**config.mk**
```make
export PLATFORM = sky130hd
export DESIGN_NAME = cpu_control_unit
export DESIGN_NICKNAME = d
export VERILOG_FILES = /design/src/rtl/cpu_control_unit.sv
export SDC_FILE = /design/constraint.sdc
export NUM_CORES = 1
export LEC_CHECK = 0
export ABC_AREA = 1
export CELL_PAD_IN_SITES_DETAIL_PLACEMENT = 0
export CELL_PAD_IN_SITES_GLOBAL_PLACEMENT = 2
export CORE_ASPECT_RATIO = 0.5
export CORE_MARGIN = 2
export CORE_UTILIZATION = 17
export CTS_CLUSTER_SIZE = 40
export DETAILED_ROUTE_END_ITERATION = 8
export MAX_ROUTING_LAYER = met4
export PLACE_DENSITY_LB_ADDON = 0.1
export SETUP_SLACK_MARGIN = 0.3
export SLEW_MARGIN = 20
export SYNTH_ARGS = -nofsm -noshare
export SYNTH_HDL_FRONTEND = slang
export SYNTH_SLANG_ARGS = --single-unit
```
**constraint.sdc**
```tcl
create_clock -name clock_i -period 1 [get_ports clock_i]
set_input_delay 0.2 -clock clock_i [delete_from_list [all_inputs] [get_ports clock_i]]
set_output_delay 0.2 -clock clock_i [all_outputs]
set_load 0.05 [all_outputs]
```
**src/rtl/cpu_control_unit.sv**
```systemverilog
// Instruction sequencer for the 16-bit basic CPU: latches a 9-bit instruction in T0, then
// walks T1..T3 driving bus-mux select and register/ALU enables; outputs decode (state, IR) only.
module cpu_control_unit #(
   parameter int WORD = 16,
   parameter int K    = 9
) (
   input  logic            clock_i,
   input  logic            reset_i,
   input  logic            run_i,
   input  logic [WORD-1:0] din_i,
   output logic [3:0]      select_o,
   output logic [7:0]      r_in_o,
   output logic            a_in_o,
   output logic            g_in_o,
   output logic            addsub_o,
   output logic            done_o,
   output logic            busy_o
);

   typedef enum logic [1:0] {T0, T1, T2, T3} state_t;

   localparam logic [2:0] OP_MV  = 3'b000;
   localparam logic [2:0] OP_MVI = 3'b001;
   localparam logic [2:0] OP_ADD = 3'b010;
   localparam logic [2:0] OP_SUB = 3'b011;

   // Mux inputs 0..K-2 are R0-R7, K-1 is G, K is din.
   localparam logic [3:0] SEL_G    = 4'(K - 1);
   localparam logic [3:0] SEL_DIN  = 4'(K);
   localparam logic [3:0] SEL_NONE = 4'b1111;

   state_t     state_q, state_d;
   logic [8:0] ir_q, ir_d;

   logic [2:0] opcode;
   logic [2:0] rx;
   logic [2:0] ry;
   logic [7:0] rx_onehot;
   logic       din_unused;

   assign opcode     = ir_q[8:6];
   assign rx         = ir_q[5:3];
   assign ry         = ir_q[2:0];
   assign rx_onehot  = 8'(1) << rx;
   assign din_unused = ^din_i[WORD-1:9];

   always_ff @(posedge clock_i or posedge reset_i) begin
      if (reset_i) begin
         state_q <= T0;
         ir_q    <= '0;
      end else begin
         state_q <= state_d;
         ir_q    <= ir_d;
      end
   end

   always_comb begin
      state_d  = state_q;
      ir_d     = ir_q;
      select_o = SEL_NONE;
      r_in_o   = '0;
      a_in_o   = 1'b0;
      g_in_o   = 1'b0;
      addsub_o = 1'b0;
      done_o   = 1'b0;

      unique case (state_q)
         T0: begin
            if (run_i) begin
               ir_d    = din_i[8:0];
               state_d = T1;
            end
         end
         T1: begin
            case (opcode)
               OP_MV: begin
                  select_o = {1'b0, ry};
                  r_in_o   = rx_onehot;
                  done_o   = 1'b1;
                  state_d  = T0;
               end
               OP_MVI: begin
                  select_o = SEL_DIN;
                  r_in_o   = rx_onehot;
                  done_o   = 1'b1;
                  state_d  = T0;
               end
               OP_ADD, OP_SUB: begin
                  select_o = {1'b0, rx};
                  a_in_o   = 1'b1;
                  state_d  = T2;
               end
               default: begin
                  done_o  = 1'b1;
                  state_d = T0;
               end
            endcase
         end
         T2: begin
            select_o = {1'b0, ry};
            g_in_o   = 1'b1;
            addsub_o = ir_q[6];
            state_d  = T3;
         end
         T3: begin
            select_o = SEL_G;
            r_in_o   = rx_onehot;
            done_o   = 1'b1;
            state_d  = T0;
         end
         default: state_d = T0;
      endcase
   end

   assign busy_o = (state_q != T0);

endmodule

```
==> reports/metrics.yaml, run 1 <==
route:
  vias: 776
  ant_nets: 0
  first_pass_iters: 4
  wl_per_cell_um: 10.9
  drc: 0
  wl_um: 2200
  drtIter0Drc: 13
  viasPerCell: 3.84
clock_tree:
  clock_latency_ps: 240
  cts.reportedPaths.clkPinSlew_ps: 50
  cts_sinks: 11
  cts_tree: "yes"
  root_buffer: "clkbuf_8"
  htreeDepth: 1
  ctsHoldBuffers: 0
  cts_buffer_depth: 2
  cts_made_buffers: 3
yosys:
  synth-seq-cells: 11
  ys_types: 16
  synthesis.nets: 113
  synth_warnings: 0
  syn_area_per_cell_um2: 7.19
  seq_area_frac_synth: 0.407
  syn_inst: 94
  syn_area_um2: 676
worst_setup_path:
  crit_family: "flip-flops"
  critical_path_class: "reg2out"
  required_ps: 800
  start_kind: "register"
  end_kind: "output port"
  crit_arrival_ps: 1350
  critical_path_buf_inv_count: 1
  critPathMaxStageDelay_ps: 450
  cp_cell_sequence: "o21ai_4 -> nand3_4 -> nor2_4 -> buf_12"
  critPathSlowestCell: "dfrtp_2"
  crit_path_max_fanout: 6
timing:
  fmaxAchievable_mhz: 645
  setup_slack_ps: -550
  fin_crit_sh: 1.55
  finalSetupViolCount: 26
  rsz0062_at_grt: "true"
  max_slew_margin: 0.761
  timing.hold.ws_ps: 264
  fin_crit_ps: 1550
  slew_violations: 0
  fin_skew_ps: 0.552
  worst_slew_pin_slew_ps: 355
  hold_viol: 0
status:
  status: "finished, violations left"
  violations: "setup timing"
place:
  hpwl_um: 1810
  port_buffers: 28
  place_inst: 197
  gp_congestion: 0.689
  place_area_um2: 1490
  dp_slack_ps: -372
power:
  p_leak_nw: 0.691
  power_density_nw_per_um2: 3330
  power_mw: 5.45
  peakVddDrop_mv: 1.30
cells_and_area:
  fillers: 389
  nets: 168
  final_cells: 202
  drive_above_1_share: 0.608
  syn2layout_area_growth_pct: 142
  fin_area_um2: 1640
  multiInputGateArea_um2: 524
  regArea_um2: 279
  insertedDiodeCount: 0
global_route:
  first_global_vias: 777
  grt_use_total: 0.116
  grt_max_degree: 15
  antenna_found_initial: 0
  grt_pass1_wl_um: 3870
  gr-total-overflow: 0
flow_run:
  cap_violations: 0
die:
  ioPinCount: 36
  start_util: 0.175
  rows: 16
  die_w_um: 93.2
  die_area_um2: 4530
  die_height_um: 48.6
  coreArea_um2: 3860
hold_path:
  hold_path_class: "in2async"
-- worst reg2reg max path, delay by kind of cell, from the launching register on --
family	cells	cell delay, ps
simple gates	3	340
flops	1	450
compound gates	1	40
buf+inv	2	270
-- power breakdown --
group | switching, mW | total, mW | internal (mW)
Clock | 0.182 | 0.463 | 0.281
Combinational | 2.18 | 4.05 | 1.86
Sequential | 0.268 | 0.939 | 0.671
-- worst paths after layout --
check	from	to	slack, ps	cells after the start
hold reg to reg	ir_q[2]$_DFFE_PP0P_	ir_q[2]$_DFFE_PP0P_	500	2
setup / recovery	ir_q[7]$_DFFE_PP0P_	r_in_o[4]	-550	4
max in group asynchronous	reset_i	state_q[0]$_DFFE_PP0P_	620	3
setup reg to reg	register	ir_q[6]$_DFFE_PP0P_	-210	6
hold / removal	reset_i	ir_q[8]$_DFFE_PP0P_	260	3
min in group clock_i	ir_q[2]$_DFFE_PP0P_	ir_q[2]$_DFFE_PP0P_	500	2
-- state kept, by name (all words and copies together), names as in the netlist, named ones only --
register	flops
ir_q	9
state_q	1
-- final cells by class --
class,count,area share
Multi-Input combinational cell,69,0.320
Timing Repair Buffer,51,0.403
Clock buffer,4,0.0275
Inverter,13,0.0375
Tap cell,54,0.0413
Sequential cell,11,0.170
-- synth_stat cells --
| master | number | area [µm²] |
|---|---|---|
| a21oi_1 | 3 | 15.0 |
| a21oi_2 | 5 | 43.8 |
| buf_6 | 1 | 11.3 |
| dfrtp_1 | 11 | 275 |
| inv_1 | 11 | 41.3 |
| inv_2 | 2 | 7.51 |
| nand2_1 | 22 | 82.6 |
| nand2_4 | 1 | 11.3 |
| nand3_1 | 8 | 40.0 |
| nand3b_1 | 1 | 7.51 |
| nor2_1 | 20 | 75.1 |
| nor2_2 | 1 | 6.26 |
| nor2_4 | 2 | 22.5 |
| o211ai_1 | 1 | 7.51 |
| o21ai_0 | 4 | 20.0 |
| o21ai_2 | 1 | 8.76 |
-- stage by stage --
stage,utilization,setup TNS [ps]
3_5_place_dp,0.387,-6580
4_1_cts,0.418,-9910
6_report,0.424,-10070
3_3_place_gp,0.387,-6530
5_1_grt,0.424,-11660
2_1_floorplan,-,-4640
-- repair_timing --
action,CTS,global route
hold endpoints to repair,0,0
cloned,0,0
setup endpoints to repair,28,28
pin swaps,7,3
buffers inserted,0,1
gates resized for setup,24,4
-- cells in the final DEF (no fill, tap or decap) --
cell / netlist / routed
nand2_1: 22 / 18
buf_12: 0 / 17
nor2_4: 2 / 14
buf_4: 0 / 13
clkdlybuf4s50_1: 0 / 10
buf_6: 1 / 10
dfrtp_1: 11 / 8
nor2_2: 1 / 7
nand3_1: 8 / 6
inv_4: 0 / 5
inv_1: 11 / 5
a21oi_2: 5 / 5
nand2_4: 1 / 4
inv_2: 2 / 3
o21ai_0: 4 / 3
dfrtp_2: 0 / 3
clkbuf_8: 0 / 3
nor2_1: 20 / 2
a21oi_1: 3 / 2
nand2_8: 0 / 1
o21ai_2: 1 / 1
o21ai_4: 0 / 1
nand3_4: 0 / 1
o211ai_1: 1 / 1
a21oi_4: 0 / 1
nand3b_1: 1 / 1
nand3_2: 0 / 1
clkbuf_1: 0 / 1
dlygate4sd2_1: 0 / 1
-- per-layer routing --
layer / global-route usage / vias to the layer above / wire [µm]
met3: 0.0405 / 2 / 135
met5: - / - / 0
li1: - / 407 / -
met1: 0.153 / 346 / 1090
met4: 0.0515 / 0 / 34
met2: 0.161 / 21 / 939
-- logic make-up after synthesis --
group / after synthesis / share of synthesized area
AOI/OAI and AO/OA: 14 / 0.141
buffers and inverters: 14 / 0.0889
DFF: 11 / 0.407
and+or+nand+nor: 55 / 0.363
(Power assumes the default switching activity.)
==> run 2: changes to the inputs <==
- CORE_MARGIN: 2 -> 10
- SETUP_SLACK_MARGIN: 0.3 -> default
- clock period: 1 -> 1.4 ns (I/O delays scaled with it)
==> run 2 against run 1 <==
Against the previous run:
- design area decreased by 4.2%
- clock-buffer cell count stayed put
- the run still ends with setup timing left
- register-to-register slack better by 280 ps
- power shrank 31%
- die area up 56%
- critical path depth is 1 higher
- non-clock buffer count decreased by 2
- sequential share of layout area increased by 0.75 points
- via count is 0.77% lower
- largest power group unchanged
==> reports/metrics.yaml, run 2 (same netlist as run 1, synthesis figures left out) <==
status:
  status: "finished, violations left"  # unchanged
  violations: "setup timing"  # unchanged
place:
  place_inst: 189  # was 197
  port_buffers: 28  # unchanged
  gp_congestion: 0.688  # was 0.689
  hpwl_um: 1980  # was 1810 µm
  place_area_um2: 1360  # was 1490 µm²
worst_setup_path:
  cp_cell_sequence: "buf_4 -> o211ai_1 -> nand2_2 -> clkinvlp_4 -> buf_12"  # was o21ai_4 -> nand3_4 -> nor2_4 -> buf_12
  crit_arrival_ps: 1360  # was 1350 ps
  critPathMaxStageDelay_ps: 450  # about the same
  required_ps: 1120  # was 800 ps
  start_kind: "register"  # unchanged
  critical_path_buf_inv_count: 3  # was 1
  crit_family: "flip-flops"  # unchanged
  crit_path_max_fanout: 5  # was 6
  critPathSlowestCell: "dfrtp_2"  # unchanged
  end_kind: "output port"  # unchanged
  critical_path_class: "reg2out"  # unchanged
cells_and_area:
  fin_area_um2: 1570  # was 1640 µm²
  reg_top3: "ir_q x9, state_q x1"  # unchanged
  final_common_cell: "nand2_1"  # unchanged
  largest_reg_flops: 9  # unchanged
  drive_above_1_share: 0.582  # was 0.608
  final_cells: 200  # was 202
  nets: 166  # was 168
  insertedDiodeCount: 0  # unchanged
  syn2layout_area_growth_pct: 132  # was 142%
  fillers: 409  # was 389
  regMostFlops: "ir_q"  # unchanged
  layout_common_cells: "19 x nand2_1, 18 x buf_12, 14 x buf_4"  # was 18 x nand2_1, 17 x buf_12, 14 x nor2_4
  final_core_utilization: 0.406  # was 0.424
die:
  die_height_um: 64.6  # was 48.6 µm
  die_w_um: 109  # was 93.2 µm
  ioPinCount: 36  # unchanged
  rows: 16  # unchanged
  coreArea_um2: 3860  # unchanged
  start_util: 0.175  # unchanged
  die_area_um2: 7050  # was 4530 µm²
flow_run:
  cap_violations: 0  # unchanged
route:
  wl_um: 2380  # was 2200 µm
  ant_nets: 0  # unchanged
  routed-wl-met2_um: 1090  # was 939 µm
  drtIter0Drc: 42  # was 13
  wl_met3_um: 184  # was 135 µm
  first_pass_iters: 4  # unchanged
  drc: 0  # unchanged
  vias: 770  # was 776
  top_layer: "met4"  # unchanged
  wl_per_cell_um: 11.9  # was 10.9 µm
  met1_length_um: 1080  # was 1090 µm
  viasPerCell: 3.85  # was 3.84
timing:
  setup_slack_ps: -239  # was -550 ps
  finalSetupViolCount: 17  # was 26
  fin_skew_ps: 2.84  # was 0.552 ps
  max_slew_margin: 0.704  # was 0.761
  fin_crit_ps: 1640
  rsz0062_at_grt: "true"  # unchanged
  slew_violations: 0  # unchanged
  fmaxAchievable_mhz: 610
  fin_crit_sh: 1.17
  hold_viol: 0  # unchanged
  worst_slew_pin_slew_ps: 444  # was 355 ps
hold_path:
  hold_path_class: "in2async"  # unchanged
clock_tree:
  cts_tree: "yes"  # unchanged
  cts.reportedPaths.clkPinSlew_ps: 50  # about the same
  cts_sinks: 11  # unchanged
  cts_made_buffers: 3  # unchanged
  cts_buffer_depth: 2  # unchanged
  clock_latency_ps: 240  # about the same
  ctsHoldBuffers: 0  # unchanged
  htreeDepth: 1  # unchanged
  root_buffer: "clkbuf_8"  # unchanged
power:
  p_clk_frac: 0.085  # about the same
  internal_power_mw: 1.97  # was 2.81 mW
  p_leak_nw: 0.658  # was 0.691 nW
  power_mw: 3.75  # was 5.45 mW
  power_switching_share: 0.476  # was 0.484
  share_seq_of_total_power: 0.183  # was 0.172
  peakVddDrop_mv: 0.795  # was 1.30 mV
  power_switching_mw: 1.79  # was 2.63 mW
  power_density_nw_per_um2: 2390  # was 3330 nW/µm²
  comb_power_share: 0.732  # was 0.743
global_route:
  grt_pass1_wl_um: 4150  # was 3870 µm
  first_global_vias: 803  # was 777
  antenna_found_initial: 0  # unchanged
  gr-total-overflow: 0  # unchanged
  grt_max_degree: 15  # unchanged
  grt_use_total: 0.0758  # was 0.116
[run 2: power groups by stage]
stage	Sequential (mW)	Combinational [mW]	Clock, mW
floorplan	0.623	1.26	0
detailed placement	0.643	2.41	0
global route	0.712	2.95	0.353
finish	0.687	2.75	0.318
CTS	0.662	2.57	0.326
global placement	0.654	2.41	0
[run 2: per-stage QoR]
step	worst slack (ps)	hold slack (ps)	setup TNS, ps
5_1_grt	-302	407	-4260
3_3_place_gp	-58.9	484	-253
4_1_cts	-239	364	-3220
6_report	-239	346	-3050
2_1_floorplan	-119	132	-964
3_5_place_dp	-53.1	489	-172
[run 2: cell type report]
type / instances / area [µm²] / area share
well taps: 54 / 67.6 / 0.0431
repair buffers: 49 / 643 / 0.410
multi-input cells: 69 / 478 / 0.305
inverters: 13 / 55.1 / 0.0351
flip-flops and latches: 11 / 279 / 0.178
clock buffers: 4 / 45.0 / 0.0287
[run 2: what timing repair did]
| action | 4_1_cts | 5_1_grt |
|---|---|---|
| buffers inserted | 2 | 5 |
| gates resized for setup | 15 | 18 |
| pin swaps | 5 | 6 |
| endpoints found under the setup margin | 17 | 18 |
| hold endpoints to repair | 0 | 0 |
[run 2: worst paths after layout]
path	slack [ps]	end	start	cells after the start
min in group clock_i	500	ir_q[0]$_DFFE_PP0P_	ir_q[0]$_DFFE_PP0P_	2
max in group asynchronous	720	asynchronous set/reset pin	reset_i	2
worst min register to register	500	ir_q[0]$_DFFE_PP0P_	ir_q[0]$_DFFE_PP0P_	2
worst max register to register	70	ir_q[7]$_DFFE_PP0P_	register	7
worst min-delay path	350	ir_q[6]$_DFFE_PP0P_	reset_i	2
worst max-delay path	-240	select_o[3]	ir_q[7]$_DFFE_PP0P_	5
[run 2: per-layer routing]
metal,GRT usage,up-vias
li1,-,401
met1,0.0961,344
met2,0.107,23
met3,0.0296,2
met4,0.0245,0
met5,-,-
==> run 3: changes to the inputs <==
- CORE_UTILIZATION: 17 -> 18
- CTS_BUF_LIST: default -> sky130_fd_sc_hd__clkbuf_2
==> run 3 against run 2 <==
Against the previous run:
- highest routed layer unchanged
- the flow still finishes with violations (setup timing)
- routed wire length decreased by 5.6%
- largest cell class unchanged
- register-to-register slack is essentially flat
- design area down 4.3%
- critical endpoint is now r_in_o[6]
- clock-buffer cell count did not move
==> reports/metrics.yaml, run 3 (same netlist as run 1, synthesis figures left out) <==
status:
  status: "finished, violations left"  # unchanged
  violations: "setup timing"  # unchanged
place:
  gp_congestion: 0.707  # was 0.688
  dp_slack_ps: -36.6  # was -53.1 ps
  place_area_um2: 1330  # was 1360 µm²
  port_buffers: 28  # unchanged
  hpwl_um: 1910  # was 1980 µm
clock_tree:
  root_buffer: "clkbuf_2"  # was clkbuf_8
  htreeDepth: 1  # unchanged
  cts.reportedPaths.clkPinSlew_ps: 130  # was 50 ps
  cts_sinks: 11  # unchanged
  cts_made_buffers: 3  # unchanged
  ctsHoldBuffers: 0  # unchanged
  cts_tree: "yes"  # unchanged
  clock_latency_ps: 270  # was 240 ps
  cts_buffer_depth: 2  # unchanged
worst_setup_path:
  critical_path_class: "reg2out"  # unchanged
  crit_family: "flip-flops"  # unchanged
  critPathSlowestCell: "dfrtp_2"  # unchanged
  start_kind: "register"  # unchanged
  critical_path_buf_inv_count: 1  # was 3
  end_kind: "output port"  # unchanged
  critPathMaxStageDelay_ps: 480  # was 450 ps
  cp_cell_sequence: "o21ai_4 -> nand3_4 -> nor2_4 -> buf_12"  # was buf_4 -> o211ai_1 -> nand2_2 -> clkinvlp_4 -> buf_12
  crit_arrival_ps: 1400  # was 1360 ps
  crit_path_max_fanout: 5  # unchanged
  required_ps: 1120  # about the same
  r2r_slack_ps: 70  # about the same
timing:
  worst_slew_pin_slew_ps: 424  # was 444 ps
  rsz0062_at_grt: "true"  # unchanged
  slew_violations: 0  # unchanged
  setup_slack_ps: -275  # was -239 ps
  fin_crit_ps: 1680  # was 1640 ps
  hold_viol: 0  # unchanged
  tns_ps: -3540  # was -3050 ps
  fin_crit_sh: 1.20  # was 1.17
  finalSetupViolCount: 17  # unchanged
  fin_skew_ps: 12.8  # was 2.84 ps
  max_slew_margin: 0.717  # was 0.704
  fmaxAchievable_mhz: 597  # was 610 MHz
hold_path:
  hold_path_class: "in2async"  # unchanged
global_route:
  first_global_vias: 804  # was 803
  antenna_found_initial: 0  # unchanged
  grt_pass1_wl_um: 3850  # was 4150 µm
  grt_use_total: 0.0716  # was 0.0758
  grt_max_degree: 15  # unchanged
  gr-total-overflow: 0  # unchanged
route:
  vias: 749  # was 770
  first_pass_iters: 4  # unchanged
  ant_nets: 0  # unchanged
  wl_um: 2240  # was 2380 µm
  drtIter0Drc: 34  # was 42
  wl_per_cell_um: 11.6  # was 11.9 µm
  viasPerCell: 3.88  # was 3.85
  drc: 0  # unchanged
power:
  power_density_nw_per_um2: 2330  # was 2390 nW/µm²
  peakVddDrop_mv: 0.933  # was 0.795 mV
  p_leak_nw: 0.635  # was 0.658 nW
  power_mw: 3.50  # was 3.75 mW
flow_run:
  cap_violations: 0  # unchanged
die:
  die_w_um: 107  # was 109 µm
  coreArea_um2: 3530  # was 3860 µm²
  die_area_um2: 6750  # was 7050 µm²
  ioPinCount: 36  # unchanged
  start_util: 0.191  # was 0.175
  rows: 15  # was 16
  die_height_um: 63.3  # was 64.6 µm
cells_and_area:
  syn2layout_area_growth_pct: 122  # was 132%
  final_core_utilization: 0.425  # was 0.406
  reg_top3: "ir_q x9, state_q x1"  # unchanged
  drive_above_1_share: 0.570  # was 0.582
  fin_area_um2: 1500  # was 1570 µm²
  largest_reg_flops: 9  # unchanged
  final_common_cell: "nand2_1"  # unchanged
  insertedDiodeCount: 0  # unchanged
  fillers: 386  # was 409
  layout_common_cells: "19 x nand2_1, 17 x buf_12, 13 x nor2_4"  # was 19 x nand2_1, 18 x buf_12, 14 x buf_4
  regMostFlops: "ir_q"  # unchanged
  nets: 162  # was 166
## run 3: cell types whose count changed in the layout (fill, tap and decap cells not counted), moves of 3 or more
cell,previous run,this run
clkbuf_8,3,0
nor2_2,10,6
nor2_4,10,13
clkbuf_2,0,4
## run 3: report_power, final
group	switching, mW	internal [mW]	leakage (nW)
combinational	1.44	1.17	0.495
sequential	0.210	0.483	0.124
clock	0.120	0.0758	0.0166
total	1.77	1.73	0.635
## run 3: final timing paths
check,startpoint,endpoint,cells after the start
max,ir_q[7]$_DFFE_PP0P_,r_in_o[6],4
min,reset_i,ir_q[6]$_DFFE_PP0P_,2
max reg2reg,state_q[0]$_DFFE_PP0P_,ir_q[8]$_DFFE_PP0P_,7
min reg2reg,ir_q[0]$_DFFE_PP0P_,ir_q[0]$_DFFE_PP0P_,2
max in group asynchronous,reset_i,state_q[0]$_DFFE_PP0P_,2
min in group clock_i,ir_q[0]$_DFFE_PP0P_,ir_q[0]$_DFFE_PP0P_,2
## run 3: worst reg2reg max path: cells and delay by family (launching register included)
family	cells	cell delay (ps)
flops	1	450
buf+inv	3	370
simple gates	3	370
compound gates	1	40
## run 3: repair_timing
item                                    4_1_cts  5_1_grt
resized for setup                            21       14
pin swaps                                     3        2
buffers inserted                              2        4
endpoints found under the setup margin       17       17
## run 3: layer usage
| metal | global-route usage | share of wire | up-vias |
|---|---|---|---|
| met3 | 0.0284 | 0.051 | 2 |
| met2 | 0.109 | 0.43 | 20 |
| met1 | 0.0854 | 0.51 | 337 |
| met5 | - | 0 | - |
| li1 | - | - | 390 |
| met4 | 0.0201 | 0.012 | 0 |
## run 3: area by class of cell
type / count / area [µm²] / area share
flip-flops and latches: 11 / 282 / 0.188
inverters: 13 / 55.1 / 0.0367
well taps: 51 / 63.8 / 0.0425
clock buffers: 4 / 20.0 / 0.0133
multi-input cells: 69 / 483 / 0.322
repair buffers: 45 / 597 / 0.398
## run 3: stage by stage
step,std cells,hold slack (ps)
floorplan,94,132
global placement,185,487
detailed placement,185,486
CTS,191,297
global route,193,322
finish,193,285
